## src/rtl/alu_ctrl_pipe.sv

```systemverilog
// rtl/alu_ctrl_pipe.sv - ALU control decode with a 2-entry registered skid buffer.
// Optional feature: define ALUCTRL_SLLV_EN to decode sllv (funct 000100) with shamt from rs_lo.
module alu_ctrl_pipe #(
   parameter int TAG_W = 5
) (
   input  logic             clk,
   input  logic             reset,
   input  logic             flush,
   input  logic             in_valid,
   output logic             in_ready,
   input  logic [1:0]       aluop,
   input  logic [5:0]       funct,
   input  logic [4:0]       shamt_in,
   input  logic [4:0]       rs_lo,
   input  logic [TAG_W-1:0] tag_in,
   output logic             out_valid,
   input  logic             out_ready,
   output logic [3:0]       F,
   output logic [4:0]       shamt,
   output logic [TAG_W-1:0] tag_out,
   output logic             illegal
);

   typedef enum logic [1:0] {
      ST_EMPTY = 2'd0,
      ST_ONE   = 2'd1,
      ST_FULL  = 2'd2
   } state_t;

   state_t           state_q;
   logic             in_ready_q;
   logic             out_valid_q;
   logic [3:0]       head_f_q;
   logic [4:0]       head_shamt_q;
   logic [TAG_W-1:0] head_tag_q;
   logic             head_ill_q;
   logic [3:0]       sec_f_q;
   logic [4:0]       sec_shamt_q;
   logic [TAG_W-1:0] sec_tag_q;
   logic             sec_ill_q;

   logic [3:0] f_d;
   logic [4:0] shamt_d;
   logic       ill_d;
   logic       push;
   logic       pop;

   always_comb begin
      f_d     = 4'b0010;
      shamt_d = 5'd0;
      ill_d   = 1'b0;
      unique case (aluop)
         2'b00: f_d = 4'b0010;
         2'b01: f_d = 4'b1010;
         2'b11: f_d = 4'b0001;
         default: begin
            unique case (funct)
               6'b100000: f_d = 4'b0010;
               6'b100010: f_d = 4'b1010;
               6'b100100: f_d = 4'b0000;
               6'b100101: f_d = 4'b0001;
               6'b101010: f_d = 4'b1011;
               6'b000000: begin
                  f_d     = 4'b0100;
                  shamt_d = shamt_in;
               end
`ifdef ALUCTRL_SLLV_EN
               6'b000100: begin
                  f_d     = 4'b0100;
                  shamt_d = rs_lo;
               end
`endif
               default: begin
                  f_d   = 4'b0010;
                  ill_d = 1'b1;
               end
            endcase
         end
      endcase
   end

`ifndef ALUCTRL_SLLV_EN
   logic unused_rs_lo;
   assign unused_rs_lo = ^rs_lo;
`endif

   assign push = in_valid & in_ready_q;
   assign pop  = out_valid_q & out_ready;

   // Head registers are cleared whenever the buffer drains so outputs read 0 when empty.
   always_ff @(posedge clk or posedge reset) begin
      if (reset) begin
         state_q      <= ST_EMPTY;
         in_ready_q   <= 1'b1;
         out_valid_q  <= 1'b0;
         head_f_q     <= '0;
         head_shamt_q <= '0;
         head_tag_q   <= '0;
         head_ill_q   <= 1'b0;
         sec_f_q      <= '0;
         sec_shamt_q  <= '0;
         sec_tag_q    <= '0;
         sec_ill_q    <= 1'b0;
      end else if (flush) begin
         state_q      <= ST_EMPTY;
         in_ready_q   <= 1'b1;
         out_valid_q  <= 1'b0;
         head_f_q     <= '0;
         head_shamt_q <= '0;
         head_tag_q   <= '0;
         head_ill_q   <= 1'b0;
      end else begin
         unique case (state_q)
            ST_EMPTY: begin
               if (push) begin
                  state_q      <= ST_ONE;
                  out_valid_q  <= 1'b1;
                  head_f_q     <= f_d;
                  head_shamt_q <= shamt_d;
                  head_tag_q   <= tag_in;
                  head_ill_q   <= ill_d;
               end
            end
            ST_ONE: begin
               if (push && pop) begin
                  head_f_q     <= f_d;
                  head_shamt_q <= shamt_d;
                  head_tag_q   <= tag_in;
                  head_ill_q   <= ill_d;
               end else if (push) begin
                  state_q     <= ST_FULL;
                  in_ready_q  <= 1'b0;
                  sec_f_q     <= f_d;
                  sec_shamt_q <= shamt_d;
                  sec_tag_q   <= tag_in;
                  sec_ill_q   <= ill_d;
               end else if (pop) begin
                  state_q      <= ST_EMPTY;
                  out_valid_q  <= 1'b0;
                  head_f_q     <= '0;
                  head_shamt_q <= '0;
                  head_tag_q   <= '0;
                  head_ill_q   <= 1'b0;
               end
            end
            ST_FULL: begin
               if (pop) begin
                  state_q      <= ST_ONE;
                  in_ready_q   <= 1'b1;
                  head_f_q     <= sec_f_q;
                  head_shamt_q <= sec_shamt_q;
                  head_tag_q   <= sec_tag_q;
                  head_ill_q   <= sec_ill_q;
               end
            end
            default: begin
               state_q     <= ST_EMPTY;
               in_ready_q  <= 1'b1;
               out_valid_q <= 1'b0;
            end
         endcase
      end
   end

   assign in_ready  = in_ready_q;
   assign out_valid = out_valid_q;
   assign F         = head_f_q;
   assign shamt     = head_shamt_q;
   assign tag_out   = head_tag_q;
   assign illegal   = head_ill_q;

endmodule

```

## config.mk

```make
export PLATFORM = sky130hd
export DESIGN_NAME = alu_ctrl_pipe
export DESIGN_NICKNAME = d
export VERILOG_FILES = /design/src/rtl/alu_ctrl_pipe.sv
export SDC_FILE = /design/constraint.sdc
export NUM_CORES = 1
export LEC_CHECK = 0
export ABC_CLOCK_PERIOD_IN_PS = 1950
export CORE_UTILIZATION = 43
export DETAILED_ROUTE_END_ITERATION = 10
export PLACE_DENSITY = 0.75
export SYNTH_ARGS = -nofsm -noshare
export SYNTH_HDL_FRONTEND = slang
export SYNTH_SLANG_ARGS = --single-unit
```

## constraint.sdc

```tcl
create_clock -name clk -period 1.95 [get_ports clk]
set_input_delay 0.195 -clock clk [delete_from_list [all_inputs] [get_ports clk]]
set_output_delay 0.195 -clock clk [all_outputs]
set_load 0.03 [all_outputs]
```

# After elaboration in Yosys (flattened, before gate mapping)
# Cells that the tools add are included.
[totals] input_bits=28 regBits=34
[op_classes] n_reduce_logical=12 n_eq_ne=20 muxes=48 bitwise=4
[ops] op="5-bit two-way mux" n=12
[ops] op="6-bit equality test (second input constant)" n=5
[ops] op="5-bit case mux with 3 select lines" n=2
[ops] op="4-bit two-way mux" n=6
[ops] op="4-bit case mux with 3 select lines" n=2
[ops] op="4-bit case mux with 5 select lines" n=1
[ops] op="3-bit != test (second input constant)" n=6
[ops] op="1-bit two-way mux" n=15
[ops] op="2-bit two-way mux" n=6
[ops] op="4-bit != test (second input constant)" n=3
[ops] op="4-bit AND reduction" n=3
[ops] op="5-bit AND reduction" n=2
[ops] op="1-bit case mux with 3 select lines" n=3
[ops] op="6-bit logical NOT" n=1
[ops] op="2-bit case mux with 3 select lines" n=1
[ops] op="6-bit OR reduction" n=1
[ops] op="2-bit by 1-bit equality test with 1-bit output (second input constant)" n=2
[ops] op="2-bit equality test (second input constant)" n=2
[ops] op="2-bit logical NOT" n=2
[ops] op="2-bit != test (second input constant)" n=2
[ops] op="4-bit nonzero test" n=1
[ops] op="3-bit OR reduction" n=1
[ops] op="1-bit AND" n=2
[ops] op="1-bit inverter" n=2
[ops] op="1-bit logical AND" n=1

# Longest topological paths before layout
[depth] ltp_word=7 depth_mapped=8 depth_no_buf=6

# Least setup slack after synthesis
# No wires, ideal clock.
[synth_timing] path_type="register to register" startpoint="register state_q[0]" endpoint="register head_shamt_q[0], in the netlist shamt[0]" setup_slack_ns=-0.028 stages_incl_launch_ff=8 required_ns=1.886 t_arrival_ns=1.914 path_cell_list="dfrtp_1 > inv_1 > ha_1 > buf_6 > or3b_4 > a211o_1 > nor3_4 > a21o_1"
[synth_between] elab_chain_cells=3 elab_cells_between_ends=11 classes_between="6 x eq/ne; 2 x mux; 3 x reduce/logical"
[synth_lines] item="start, declared" line="30" text="state_t state_q;"
[synth_lines] item="start signal, assigned" line="93" text="state_q <= ST_EMPTY;"
[synth_lines] item="start signal, assigned" line="105" text="state_q <= ST_EMPTY;"
[synth_lines] item="start signal, assigned" line="116" text="state_q <= ST_ONE;"
[synth_lines] item="2-bit by 1-bit equality test with 1-bit output (tied with other cells)" line="113" text="unique case (state_q)"
[synth_lines] item="4-bit != test (no line) (tied with other cells)"
[synth_lines] item="5-bit AND reduction (no line) or 5-bit two-way mux (tied branches)"
[synth_lines] item="end signal, assigned" line="119" text="head_shamt_q <= shamt_d;"
[synth_lines] item="end signal, assigned" line="127" text="head_shamt_q <= shamt_d;"
[synth_lines] item="end signal, assigned" line="151" text="head_shamt_q <= sec_shamt_q;"
[synth_lines] item="end, declared" line="34" text="logic [4:0] head_shamt_q;"
# Several ways; a longest one is shown, not always the timed one.
# A chain may end at the register's enable or synchronous reset.

# Worst setup path in the final report
[layout_timing] startpoint="register state_q[0]" endpoint="register head_shamt_q[2], in the netlist shamt[2]"
# The elaborated chain is that of the path after synthesis.

==> flow_metrics.env <==
export IMPL_dp_slack_ps=-184
export IMPL_antennaDiodeCount=0
export IMPL_via_count=1480
export IMPL_boundaryPins=45
export IMPL_cp_end_kind="register"
export IMPL_ant_nets=0
export IMPL_critPathLaunch="state_q[0]$_DFFE_PP0P_"
export IMPL_drive_gt1_frac=0.212
export IMPL_fin_ws_ps=-68.9
export IMPL_worstSetupPathType="register to register"
export IMPL_power_density_mw_per_mm2=1080
export IMPL_cts_root_buf="clkbuf_8"
export IMPL_synthFlopType="dfrtp_1"
export IMPL_yosysSeqAreaShare=0.493
export IMPL_grt_pass1_vias=1571
export IMPL_grt_pass1_wl_um=7070
export IMPL_routedWlPerCell_um=16.5
export IMPL_placed_cells=246
export IMPL_grt_setup_unrepaired="true"
export IMPL_min_period_ps=2020
export IMPL_synth_area_top_cells="dfrtp_1 (48%), a22o_1 (9.1%), a21o_1 (6.1%), mux2_1 (5.9%), ha_1 (2.9%)"
export IMPL_dieHeight_um=65.4
export IMPL_synth_ff_latch_count=34
export IMPL_drtIter0Drc=120
export IMPL_violations="negative setup slack"
export IMPL_area_growth_pct=44.4
export IMPL_min_path_type="input port to asynchronous set/reset pin"
export IMPL_final_nets=243
export IMPL_via_per_inst=5.69
export IMPL_die_w_um=65.4
export IMPL_final_core_util=0.666
export IMPL_io_buffers=39
export IMPL_multi_input_area_um2=866
export IMPL_timing_fmax_mhz=495
export IMPL_drv_slew=0
export IMPL_synth_top_area_share=0.478
export IMPL_synth_fp_nets=179
export IMPL_irDropWorstVdd_uv=545
export IMPL_cts_sinks=34
export IMPL_required_ps=2170
export IMPL_r2r_start="state_q[0]$_DFFE_PP0P_"
export IMPL_coreArea_mm2=0.00374
export IMPL_overflow=0
export IMPL_cp_start_kind="register"
export IMPL_dp_hpwl_um=2910
export IMPL_drv_cap=0
export IMPL_final_cells=260
export IMPL_status="finished, violations left"
export IMPL_dr_pass1_iters=4
export IMPL_arrival_ps=2240
export IMPL_dieArea_mm2=0.00428
export IMPL_grt_max_degree=35
export IMPL_final_seq_area_um2=853
export IMPL_synthDistinctLibCells=42
export IMPL_initial_utilization=0.462
export IMPL_syn_inst=147
export IMPL_tightestPinTransition_ps=502
export IMPL_grt_usage=0.220
export IMPL_cts_tree="built"
export IMPL_antenna_found_initial=0
export IMPL_hold_viol=0
export IMPL_wl_um=4290
export IMPL_cts_hold_buf=0
export IMPL_cellLeakagePower_nw=1.18
export IMPL_clock_skew_ps=3.82
export IMPL_syn_area_mm2=0.00173
export IMPL_final_period_utilization=1.04
export IMPL_final_setup_viol_count=13
export IMPL_fillCellCount=294
export IMPL_relSlewSlack=0.661
export IMPL_syn_area_per_cell_um2=11.8
export IMPL_ctsLongestPathBuffers=2
export IMPL_yosysWarnings=0
export IMPL_path_clk_slew_ps=70
export IMPL_p_total_mw=2.69
export IMPL_insertion_delay_ps=280
export IMPL_cts_max_level=2
export IMPL_cts_buffers=5
export IMPL_rows=22
export IMPL_synth_edf_count=0
export IMPL_synth_top_cell_by_area="dfrtp_1"
export IMPL_path_max_fanout=5
export IMPL_synth_async_reset_ratio=1.00
export IMPL_gp_congestion=0.827
export IMPL_route_detailed_drc=0
==> sequential cells by signal (all words and copies together), names as in the netlist <==
register and flops:
tag_out 5, illegal 1, in_ready 1, F 4
sec_tag_q 5, shamt 5, sec_ill_q 1, sec_shamt_q 5
out_valid 1, sec_f_q 4, state_q 2
==> layout make-up <==
cell class | instances | share of cell area
Multi-Input combinational cell | 103 | 0.347
Clock buffer | 8 | 0.0361
Sequential cell | 34 | 0.342
Timing Repair Buffer | 62 | 0.242
Tap cell | 48 | 0.0241
Inverter | 5 | 0.00853
==> worst max-delay path: stages (launching register included) <==
cell and delay (ps):
dfrtp_1 410, inv_2 130, ha_4 160, or3b_4 400, buf_6 130, a211oi_4 240
buf_4 160, clkbuf_16 120, a22o_1 130, a21o_1 80
==> where the power goes <==
| part | switching [mW] | internal [mW] | leakage, nW |
|---|---|---|---|
| registers | 0.128 | 0.882 | 0.450 |
| clock network | 0.241 | 0.288 | 0.0455 |
| logic | 0.597 | 0.552 | 0.683 |
==> logic make-up (layout without fill, tap and decap cells) <==
family,Yosys count,count (layout),synth area share
AOI/OAI and AO/OA,57,57,0.262
DFF,34,34,0.493
and+or+nand+nor,33,33,0.127
buffers and inverters,10,75,0.0297
muxes,9,9,0.0587
adders and majority gates,4,4,0.0290
==> synthesized netlist by cell type (all sizes together) (3+ instances only) <==
library cell   n
a21o          14
a21oi          3
a221o          3
a22o          18
a31oi          4
buf            4
dfrtp         33
ha             4
inv            5
mux2           9
nand2          5
nand3          3
nor2           5
nor3           5
o21ai          4
==> through the flow <==
stage,hold slack [ps],setup TNS [ps],area (µm²)
6_report,298,-588,2490
5_1_grt,355,-1770,2490
4_1_cts,307,-92.7,2420
3_5_place_dp,471,-2130,2290
3_3_place_gp,461,-1110,2290
2_1_floorplan,311,0,1730
==> per-layer routing <==
layer	vias up	track usage	wire, µm	share of wire
met5	-	0	0	0
met4	0	0.0625	66	0.015
met3	12	0.0608	226	0.053
met2	53	0.362	2080	0.49
met1	723	0.281	1910	0.45
li1	692	-	-	-
==> placed cells by master (no fill, tap or decap), drive strengths merged, types with 2 or more instances in the layout <==
master          n
a221o           3
inv             5
nor4b           2
nor2b           2
or4             2
a211oi          2
buf            22
nand2           5
nor3            5
a31oi           4
o21ai           4
clkbuf          9
a21boi          2
a21o           14
dfrtp          33
a21oi           3
nand3b          2
clkdlybuf4s50  39
nor2            5
a22o           18
or3             2
nand3           3
mux2            9
a211o           2
ha              4
==> path summary, 6_finish.rpt <==
| path | to | slack, ps | depth (start not counted) |
|---|---|---|---|
| worst max-delay path | shamt[2]$_DFFE_PP0P_ | -70 | 9 |
| worst min-delay path | sec_shamt_q[0]$_DFFE_PP0P_ | 300 | 3 |
| worst max register to register | shamt[2]$_DFFE_PP0P_ | -70 | 9 |
| worst min register to register | sec_f_q[2]$_DFFE_PP0P_ | 500 | 1 |
| max in group asynchronous | in_ready$_DFFE_PP1P_ | 1320 | 3 |
| min in group clk | sec_f_q[2]$_DFFE_PP0P_ | 500 | 1 |
==> what timing repair did <==
action / CTS / global route
resized for setup: 10 / 5
endpoints found under the setup margin: 15 / 15
pin swaps: 5 / 19
cloned: 0 / 1
endpoints found under the hold margin: 0 / 0
setup buffers: 1 / 4
No activity file was read; power rests on OpenSTA's default activity.
